**src/rtl/tl45_muldiv_seq.sv**
```systemverilog
// tl45_muldiv_seq: iterative radix-2 multiply/divide sequencer beside the ALU stage
//
// Ports:
//   i_clk, i_reset           clock (rising edge) and synchronous active-high reset
//   i_pipe_stall             downstream stall; a finished result is held while high
//   o_pipe_stall             stall to earlier stages (downstream stall or this unit busy)
//   i_pipe_flush             abort any operation in progress and clear the outputs
//   o_pipe_flush             copy of i_pipe_flush; this unit never starts a flush
//   i_opcode                 decode-buffer opcode; MUL (5'h3) and DIV (5'h4) are taken here
//   i_dr                     destination register of the incoming instruction
//   i_sr1_val, i_sr2_val     operand A (multiplicand/dividend), operand B (multiplier/divisor)
//   o_of_reg, o_of_val       operand forward, non-zero only while a result waits to retire
//   o_dr, o_value            registered destination and result to the next stage
//   o_busy                   high while an operation is running or waiting to retire
module tl45_muldiv_seq #(
    parameter int ITER = 32
) (
    input  logic        i_clk,
    input  logic        i_reset,
    input  logic        i_pipe_stall,
    output logic        o_pipe_stall,
    input  logic        i_pipe_flush,
    output logic        o_pipe_flush,
    input  logic [4:0]  i_opcode,
    input  logic [3:0]  i_dr,
    input  logic [31:0] i_sr1_val,
    input  logic [31:0] i_sr2_val,
    output logic [3:0]  o_of_reg,
    output logic [31:0] o_of_val,
    output logic [3:0]  o_dr,
    output logic [31:0] o_value,
    output logic        o_busy
);
    localparam logic [4:0] OP_MUL = 5'h3;
    localparam logic [4:0] OP_DIV = 5'h4;

    typedef enum logic [1:0] {IDLE, BUSY, DONE} state_t;

    state_t      state_q, state_d;
    logic [4:0]  cnt_q, cnt_d;
    logic [31:0] a_q, a_d;
    logic [31:0] b_q, b_d;
    logic [31:0] acc_q, acc_d;
    logic [3:0]  dr_q, dr_d;
    logic        div_q, div_d;
    logic [3:0]  o_dr_q, o_dr_d;
    logic [31:0] o_value_q, o_value_d;
    logic        accept;
    logic [32:0] rem_sh;
    logic [32:0] trial;
    logic [31:0] result;

    assign accept = (state_q == IDLE) && !i_pipe_flush &&
                    ((i_opcode == OP_MUL) || (i_opcode == OP_DIV));
    // Division keeps the remainder in acc_q and shifts the quotient into a_q,
    // where the dividend bits are consumed from the top as quotient bits enter below.
    assign rem_sh = {acc_q, a_q[31]};
    assign trial  = rem_sh - {1'b0, b_q};
    assign result = div_q ? a_q : acc_q;

    always_ff @(posedge i_clk) begin
        if (i_reset) begin
            state_q   <= IDLE;
            cnt_q     <= '0;
            a_q       <= '0;
            b_q       <= '0;
            acc_q     <= '0;
            dr_q      <= '0;
            div_q     <= 1'b0;
            o_dr_q    <= '0;
            o_value_q <= '0;
        end else begin
            state_q   <= state_d;
            cnt_q     <= cnt_d;
            a_q       <= a_d;
            b_q       <= b_d;
            acc_q     <= acc_d;
            dr_q      <= dr_d;
            div_q     <= div_d;
            o_dr_q    <= o_dr_d;
            o_value_q <= o_value_d;
        end
    end

    always_comb begin
        state_d   = state_q;
        cnt_d     = cnt_q;
        a_d       = a_q;
        b_d       = b_q;
        acc_d     = acc_q;
        dr_d      = dr_q;
        div_d     = div_q;
        o_dr_d    = o_dr_q;
        o_value_d = o_value_q;
        if (i_pipe_flush) begin
            state_d   = IDLE;
            cnt_d     = '0;
            a_d       = '0;
            b_d       = '0;
            acc_d     = '0;
            dr_d      = '0;
            div_d     = 1'b0;
            o_dr_d    = '0;
            o_value_d = '0;
        end else begin
            unique case (state_q)
                IDLE: begin
                    if (accept) begin
                        a_d     = i_sr1_val;
                        b_d     = i_sr2_val;
                        dr_d    = i_dr;
                        div_d   = (i_opcode == OP_DIV);
                        cnt_d   = 5'(ITER - 1);
                        acc_d   = '0;
                        state_d = BUSY;
                    end else begin
                        o_dr_d    = '0;
                        o_value_d = '0;
                    end
                end
                BUSY: begin
                    if (div_q) begin
                        // A negative trial (bit 32 set) restores the shifted remainder.
                        acc_d = trial[32] ? rem_sh[31:0] : trial[31:0];
                        a_d   = {a_q[30:0], ~trial[32]};
                    end else begin
                        acc_d = acc_q + (b_q[0] ? a_q : 32'd0);
                        a_d   = a_q << 1;
                        b_d   = b_q >> 1;
                    end
                    cnt_d = cnt_q - 5'd1;
                    if (cnt_q == 5'd0)
                        state_d = DONE;
                end
                DONE: begin
                    if (!i_pipe_stall) begin
                        o_dr_d    = dr_q;
                        o_value_d = result;
                        state_d   = IDLE;
                    end
                end
                default: state_d = IDLE;
            endcase
        end
    end

    always_comb begin
        o_pipe_stall = i_pipe_stall | accept | (state_q == BUSY);
        o_pipe_flush = i_pipe_flush;
        o_busy       = (state_q != IDLE);
        o_of_reg     = (state_q == DONE) ? dr_q : 4'd0;
        o_of_val     = (state_q == DONE) ? result : 32'd0;
        o_dr         = o_dr_q;
        o_value      = o_value_q;
    end
endmodule

```
**config.mk**
```make
export PLATFORM = sky130hd
export DESIGN_NAME = tl45_muldiv_seq
export DESIGN_NICKNAME = d
export VERILOG_FILES = /design/src/rtl/tl45_muldiv_seq.sv
export SDC_FILE = /design/constraint.sdc
export NUM_CORES = 1
export LEC_CHECK = 0
export ABC_AREA = 1
export CAP_MARGIN = 20
export CORE_ASPECT_RATIO = 0.9
export CORE_UTILIZATION = 30
export CTS_BUF_LIST = sky130_fd_sc_hd__clkbuf_16
export DETAILED_ROUTE_END_ITERATION = 8
export HOLD_SLACK_MARGIN = 0.1
export SLEW_MARGIN = 0
export SYNTH_ARGS = -nofsm -noshare
export SYNTH_HDL_FRONTEND = slang
export SYNTH_SLANG_ARGS = --single-unit
```
**constraint.sdc**
```tcl
create_clock -name i_clk -period 6.7 [get_ports i_clk]
set_input_delay 1.005 -clock i_clk [delete_from_list [all_inputs] [get_ports i_clk]]
set_output_delay 1.005 -clock i_clk [all_outputs]
set_load 0.02 [all_outputs]
```
==> impl_metrics.csv, run 1 <==
group,metric,value,unit
status,status,"completed",
clocking,cts_buffer_depth,2,
cells_and_area,fin_area,0.0141,mm2
detailed_routing,detail_route.first_pass.iterations,5,
placement,dp_cells,2500,
logic_synthesis,synthAdderAreaFrac,0.0744,
detailed_routing,via_per_inst,4.88,
power_and_ir_drop,leakage,6.23,nW
placement,io_buffers,151,
floorplanning,boundaryPins,152,
floorplanning,fp.coreArea,0.0383,mm2
hold_path,whs_path_depth,2,
placement,dp_hpwl,29500,um
clocking,cts_sinks,144,
detailed_routing,wl_met3,1450,um
logic_synthesis,muxShareOfSynthArea,0,
power_and_ir_drop,power_density,151,mW/mm2
cells_and_area,area_growth_syn_to_layout,20.9,%
logic_synthesis,synth_top_family_by_area,"simple AND/OR/NAND/NOR gates",
floorplanning,num_rows,68,
sta,drv_slew,0,
clocking,clock-root-buffer,"clkbuf_16",
detailed_routing,met2WireLength,17400,um
sta,worstMarginPinSlew,1.08,ns
detailed_routing,drc,0,
sta,fin_crit,4.85,ns
floorplanning,start_util,0.304,
global_route,grt_max_degree,87,
floorplanning,die_w,210,um
logic_synthesis,ys_warn_count,0,
placement,postPlaceCellArea,0.0135,mm2
worst_setup_path,critPathLaunchType,"input pin",
worst_setup_path,critPathMaxStageDelay,0.62,ns
global_route,grt_pass1_wl,60800,um
logic_synthesis,syn_area,0.0116,mm2
logic_synthesis,synth.avg_cell_area,6.03,um2
detailed_routing,ant_nets,0,
hold_path,hold_class,"flop to flop",
global_route,track_usage,0.193,
cells_and_area,num_antenna_cells,0,
detailed_routing,drt_iter0_drc,940,
logic_synthesis,synth_cells,1930,
clocking,cts_tree,"built",
logic_synthesis,synth_seq_cells,144,
run,maxCapViolations,0,
detailed_routing,drt-met1-wl,18400,um
worst_setup_path,path_max_fanout,33,
worst_setup_path,rr_worst_depth,19,
logic_synthesis,synth-compound-area-share,0.189,
global_route,grt_pass1_vias,11500,
detailed_routing,wl_per_cell,14.9,um
power_and_ir_drop,ir_drop,0.111,mV
sta,rsz0062_at_grt,"no",
logic_synthesis,synth_nets,2075,
logic_synthesis,synth-main-ff-cell,"dfxtp_1",
worst_setup_path,worstPathArrival,3.84,ns
clocking,numCtsBuffers,17,
cells_and_area,final_cells,2533,
detailed_routing,route.top_layer_used,"met4",
logic_synthesis,synth_edf_count,0,
power_and_ir_drop,power.share.sequential,0.409,
logic_synthesis,ys_async_sr_fraction,0,
worst_setup_path,critical_path_class,"input pin to output port",
sta,finalHoldViolations,0,
clocking,post_cts_resized,0,
cells_and_area,final_nets,2175,
sta,fmax,0.206,GHz
sta,final.setup.tns,0,ns
sta,setup_violations,0,
sta,relSlewSlack,0.281,
global_route,overflow,0,
power_and_ir_drop,switching_share,0.285,
logic_synthesis,yosysSeqAreaShare,0.248,
clocking,postCtsSetupBuffers,0,
sta,holdWs,0.460,ns
sta,fin_crit_sh,0.724,
worst_setup_path,required,5.69,ns
global_route,antenna_found_initial,0,
worst_setup_path,path_cells,"clkdlybuf4s50_1 -> nor3b_1 -> nand2_1 -> o41ai_2 -> nand3_1 -> nand2_2 -> inv_1 -> nand2_1 -> clkdlybuf4s50_1",
clocking,clkLatencyLatePin,0.45,ns
logic_synthesis,synthDistinctLibCells,45,
floorplanning,die_h,189,um
clocking,hold_buffers,0,
logic_synthesis,synth_xor_area_frac,0.0203,
logic_synthesis,synth-simple-area-share,0.360,
worst_setup_path,crit_path_top_delay_cell,"clkdlybuf4s50_1",
power_and_ir_drop,comb_power_share,0.137,
floorplanning,dieArea,0.0396,mm2
placement,routabilityCongestion,0.927,
power_and_ir_drop,p_clk_frac,0.453,
detailed_routing,drt_wl_total,37800,um
clocking,clk_pin_slew,0.06,ns
worst_setup_path,cp-end-kind,"output port",
power_and_ir_drop,internal-power,0.00152,W
clocking,htreeDepth,4,
cells_and_area,drive_above_1_share,0.0729,
detailed_routing,num_vias,12400,
sta,skew,0.0129,ns
power_and_ir_drop,switchingPower,0.000604,W
[synthesized netlist by cell type, types with 3 or more instances]
library cell	instances	share of area
o21a_1	6	0.0039
nand2_1	643	0.21
o21bai_1	10	0.0065
buf_12	4	0.0069
nand2_2	29	0.016
clkbuf_1	66	0.021
a21oi_1	109	0.047
nor3_1	12	0.0052
or2_2	6	0.0032
nand3b_1	15	0.0097
inv_1	219	0.071
nand3_1	72	0.031
inv_2	7	0.0023
xnor2_1	11	0.0083
dfxtp_1	144	0.25
buf_2	10	0.0043
nand4_1	9	0.0048
a31oi_1	65	0.035
clkinv_1	4	0.0013
nand3_2	22	0.019
a21oi_2	30	0.023
xor2_1	16	0.012
ha_1	66	0.071
nor2_1	177	0.057
o21ai_1	3	0.0013
o221ai_1	3	0.0023
o21ai_0	148	0.064
[area by class of cell]
cell class | count | area (um2)
well taps | 490 | 613
clock buffers | 17 | 425
fillers | 4244 | 24200
inverters | 231 | 870
repair buffers | 163 | 1610
multi-input cells | 1473 | 7510
flip-flops and latches | 144 | 2880
clock inverters | 15 | 146
[placed cells by master (no fill, tap or decap), types with 12 or more instances in the layout]
master / Yosys / routed
nor3_1: 12 / 12
nor2_1: 177 / 176
nand3_1: 72 / 72
a21oi_1: 109 / 109
o21ai_0: 148 / 148
xor2_1: 16 / 16
clkdlybuf4s50_1: 0 / 151
a21oi_2: 30 / 30
nand3b_1: 15 / 15
nand3_2: 22 / 22
dfxtp_1: 144 / 143
inv_1: 219 / 220
nand2_2: 29 / 30
clkbuf_16: 0 / 17
a31oi_1: 65 / 65
ha_1: 66 / 66
nand2_1: 643 / 641
[flip-flops by register name, indices dropped and copies added, names as in the netlist]
register  cells
div_q         1
dr_q          4
cnt_q         5
a_q          32
o_value      32
o_dr          4
acc_q        32
state_q       2
b_q          32
[worst max-delay path: cells and delay by family]
family,cells,cell delay [ns]
AO/OA/AOI/OAI,1,0.07
buffers and inverters,3,1.58
AND/OR/NAND/NOR,5,1.17
[routing by layer]
| layer | up-vias | GRT usage |
|---|---|---|
| li1 | 6410 | - |
| met1 | 5678 | 0.261 |
| met2 | 236 | 0.323 |
| met3 | 35 | 0.0257 |
| met4 | 0 | 0.0435 |
| met5 | - | 0 |
[metrics by stage]
step	setup slack [ns]	power [W]	util
3_3_place_gp	1.96	0.00118	0.352
5_1_grt	1.56	0.00221	0.367
4_1_cts	1.84	0.00214	0.367
3_5_place_dp	1.84	0.00118	0.352
6_report	1.85	0.00212	0.367
2_1_floorplan	3.49	0.00110	-
[kinds of logic after synthesis]
logic type	Yosys count
XOR/XNOR	27
AND/OR/NAND/NOR	996
flip-flops	144
AO/OA/AOI/OAI	382
buffers and inverters	313
adder cells (fa/ha/maj)	68
[power by group through the flow]
| stage | sequential, W | clock [W] | combinational [W] |
|---|---|---|---|
| finish | 0.000869 | 0.000962 | 0.000291 |
| global placement | 0.000888 | 0 | 0.000287 |
| global route | 0.000869 | 0.00101 | 0.000326 |
| CTS | 0.000869 | 0.000981 | 0.000292 |
| floorplan | 0.000889 | 0 | 0.000211 |
| detailed placement | 0.000888 | 0 | 0.000290 |
[path summary, 6_finish.rpt]
| check | from | end | slack, ns |
|---|---|---|---|
| setup / recovery | i_opcode[2] | o_pipe_stall | 1.85 |
| hold / removal | dr_q[2] | dr_q[2] | 0.46 |
| setup reg to reg | b_q[0] | acc_q[25] | 3.42 |
| hold reg to reg | dr_q[2] | dr_q[2] | 0.46 |
No activity file was read; power rests on OpenSTA's default activity.
==> inputs of run 2 (changes only) <==
clock period = 4.5 ns   (was 6.7 ns; I/O delays follow)
==> impl_metrics.csv, run 2 (synthesis gave the netlist of run 1 again) <==
group,metric,value,unit
status,status,"completed",
sta,relSlewSlack,0.348,
sta,finalHoldViolations,0,
power_and_ir_drop,ir_drop,0.168,mV
floorplanning,die_w,210,um
placement,routabilityCongestion,0.929,
clocking,cts_buffer_depth,2,
clocking,numCtsBuffers,17,
detailed_routing,drt_wl_total,37900,um
worst_setup_path,critPathLaunchType,"input pin",
cells_and_area,final_cells,2532,
sta,fmax,0.279,GHz
clocking,hold_buffers,0,
clocking,post_cts_resized,0,
run,maxCapViolations,0,
worst_setup_path,critPathMaxStageDelay,0.60,ns
sta,final.setup.tns,0,ns
detailed_routing,drt_iter0_drc,945,
sta,worstMarginPinSlew,0.979,ns
cells_and_area,final_cell_mix,"641 x nand2_1, 219 x inv_1, 176 x nor2_1",
cells_and_area,num_antenna_cells,0,
detailed_routing,ant_nets,0,
hold_path,hold_class,"flop to flop",
global_route,track_usage,0.193,
worst_setup_path,worstPathArrival,2.91,ns
power_and_ir_drop,power_density,225,mW/mm2
floorplanning,die_h,189,um
detailed_routing,drc,0,
worst_setup_path,cp-end-kind,"output port",
sta,rsz0062_at_grt,"no",
floorplanning,num_rows,68,
global_route,overflow,0,
power_and_ir_drop,leakage,6.24,nW
worst_setup_path,path_max_fanout,33,
placement,dp_hpwl,29700,um
worst_setup_path,path_buf_inv,5,
sta,fin_crit,3.59,ns
floorplanning,start_util,0.304,
sta,skew,0.0101,ns
worst_setup_path,path_delay_family,"buffers and inverters",
clocking,clock-root-buffer,"clkbuf_16",
worst_setup_path,crit_path_top_delay_cell,"clkdlybuf4s50_1",
global_route,antenna_found_initial,0,
floorplanning,fp.coreArea,0.0383,mm2
floorplanning,dieArea,0.0396,mm2
detailed_routing,num_vias,12300,
cells_and_area,nFillCells,4242,
clocking,clkLatencyLatePin,0.43,ns
sta,setup_violations,0,
cells_and_area,final_common_cell,"nand2_1",
detailed_routing,via_per_inst,4.88,
global_route,grt_pass1_vias,11600,
cells_and_area,final_nets,2177,
detailed_routing,detail_route.first_pass.iterations,5,
worst_setup_path,critical_path_class,"input pin to output port",
worst_setup_path,ff2ff_setup_slack,1.35,ns
clocking,postCtsSetupBuffers,0,
clocking,cts_sinks,144,
clocking,clk_pin_slew,0.06,ns
sta,fin_crit_sh,0.797,
worst_setup_path,path_cells,"clkdlybuf4s50_1 -> nor3b_1 -> nand2_1 -> o41ai_2 -> nand3_1 -> buf_4 -> nand2_2 -> inv_1 -> buf_4 -> nand2_1 -> clkdlybuf4s50_1",
placement,dp_cells,2503,
clocking,cts_tree,"built",
clocking,htreeDepth,4,
worst_setup_path,required,3.83,ns
detailed_routing,wl_per_cell,15.0,um
cells_and_area,drive_above_1_share,0.0735,
global_route,grt_pass1_wl,60900,um
global_route,grt_max_degree,110,
sta,drv_slew,0,
cells_and_area,area_growth_syn_to_layout,21.0,%
placement,io_buffers,151,
floorplanning,boundaryPins,152,
## run 2: cell types whose count changed in the layout (fill, tap and decap cells not counted)
cell,previous run,this run
clkinvlp_4,4,3
clkinv_1,5,4
inv_6,1,0
bufinv_16,2,3
buf_4,11,14
clkinv_4,3,2
buf_12,1,0
inv_1,220,219
inv_2,8,9
## run 2: worst register-to-register path, stage by stage, from the launching register on
cell,delay [ns]
dfxtp_1,0.42
inv_1,0.08
ha_1,0.22
fa_1,0.36
inv_1,0.09
nand2_1,0.09
nand2_1,0.08
nand3_1,0.08
nand2_2,0.14
nand2_2,0.07
nand2_2,0.09
nand2_2,0.07
nand2_2,0.08
nand2_4,0.06
nand2_4,0.45
inv_4,0.25
nand2_1,0.13
nand3_1,0.08
nand2_1,0.12
a21oi_2,0.05
## run 2: routing by layer
layer | wire length [um] | track usage | vias to the layer above
met2 | 17200 | 0.320 | 234
met5 | 0 | 0 | -
met1 | 18700 | 0.263 | 5681
met4 | 556 | 0.0488 | 0
li1 | - | - | 6404
met3 | 1400 | 0.0255 | 29
## run 2: cell type report
class | count | area (um2) | share of cell area
inverters | 231 | 870 | 0.0618
clock buffers | 17 | 425 | 0.0302
clock inverters | 12 | 148 | 0.0105
repair buffers | 165 | 1620 | 0.115
flip-flops and latches | 144 | 2880 | 0.205
multi-input cells | 1473 | 7510 | 0.534
well taps | 490 | 613 | 0.0436
## run 2: power by group
part	internal [W]	total (W)	switching (W)	leakage (nW)
registers	0.00129	0.00129	0.00000846	1.16
logic	0.000164	0.000437	0.000273	4.80
clock network	0.000857	0.00144	0.000582	0.275
total	0.00231	0.00317	0.000864	6.24
## run 2: stage by stage
stage | hold slack, ns | power [W] | utilization | area [um2] | setup WS, ns
after detailed placement | 0.449 | 0.00176 | 0.353 | 13500 | 0.911
after global placement | 0.442 | 0.00176 | 0.353 | 13500 | 0.909
after floorplan | 0.430 | 0.00164 | - | 11600 | 1.95
after CTS | 0.458 | 0.00320 | 0.368 | 14100 | 0.901
after global routing | 0.499 | 0.00330 | 0.368 | 14100 | 0.737
final | 0.456 | 0.00317 | 0.368 | 14100 | 0.913
## run 2: final timing paths
kind | end | cells past startpoint | start
min reg2reg | dr_q[0] | 2 | dr_q[0]
max reg2reg | acc_q[27] | 19 | a_q[31]
min | dr_q[0] | 2 | dr_q[0]
max | o_pipe_stall | 11 | i_opcode[2]
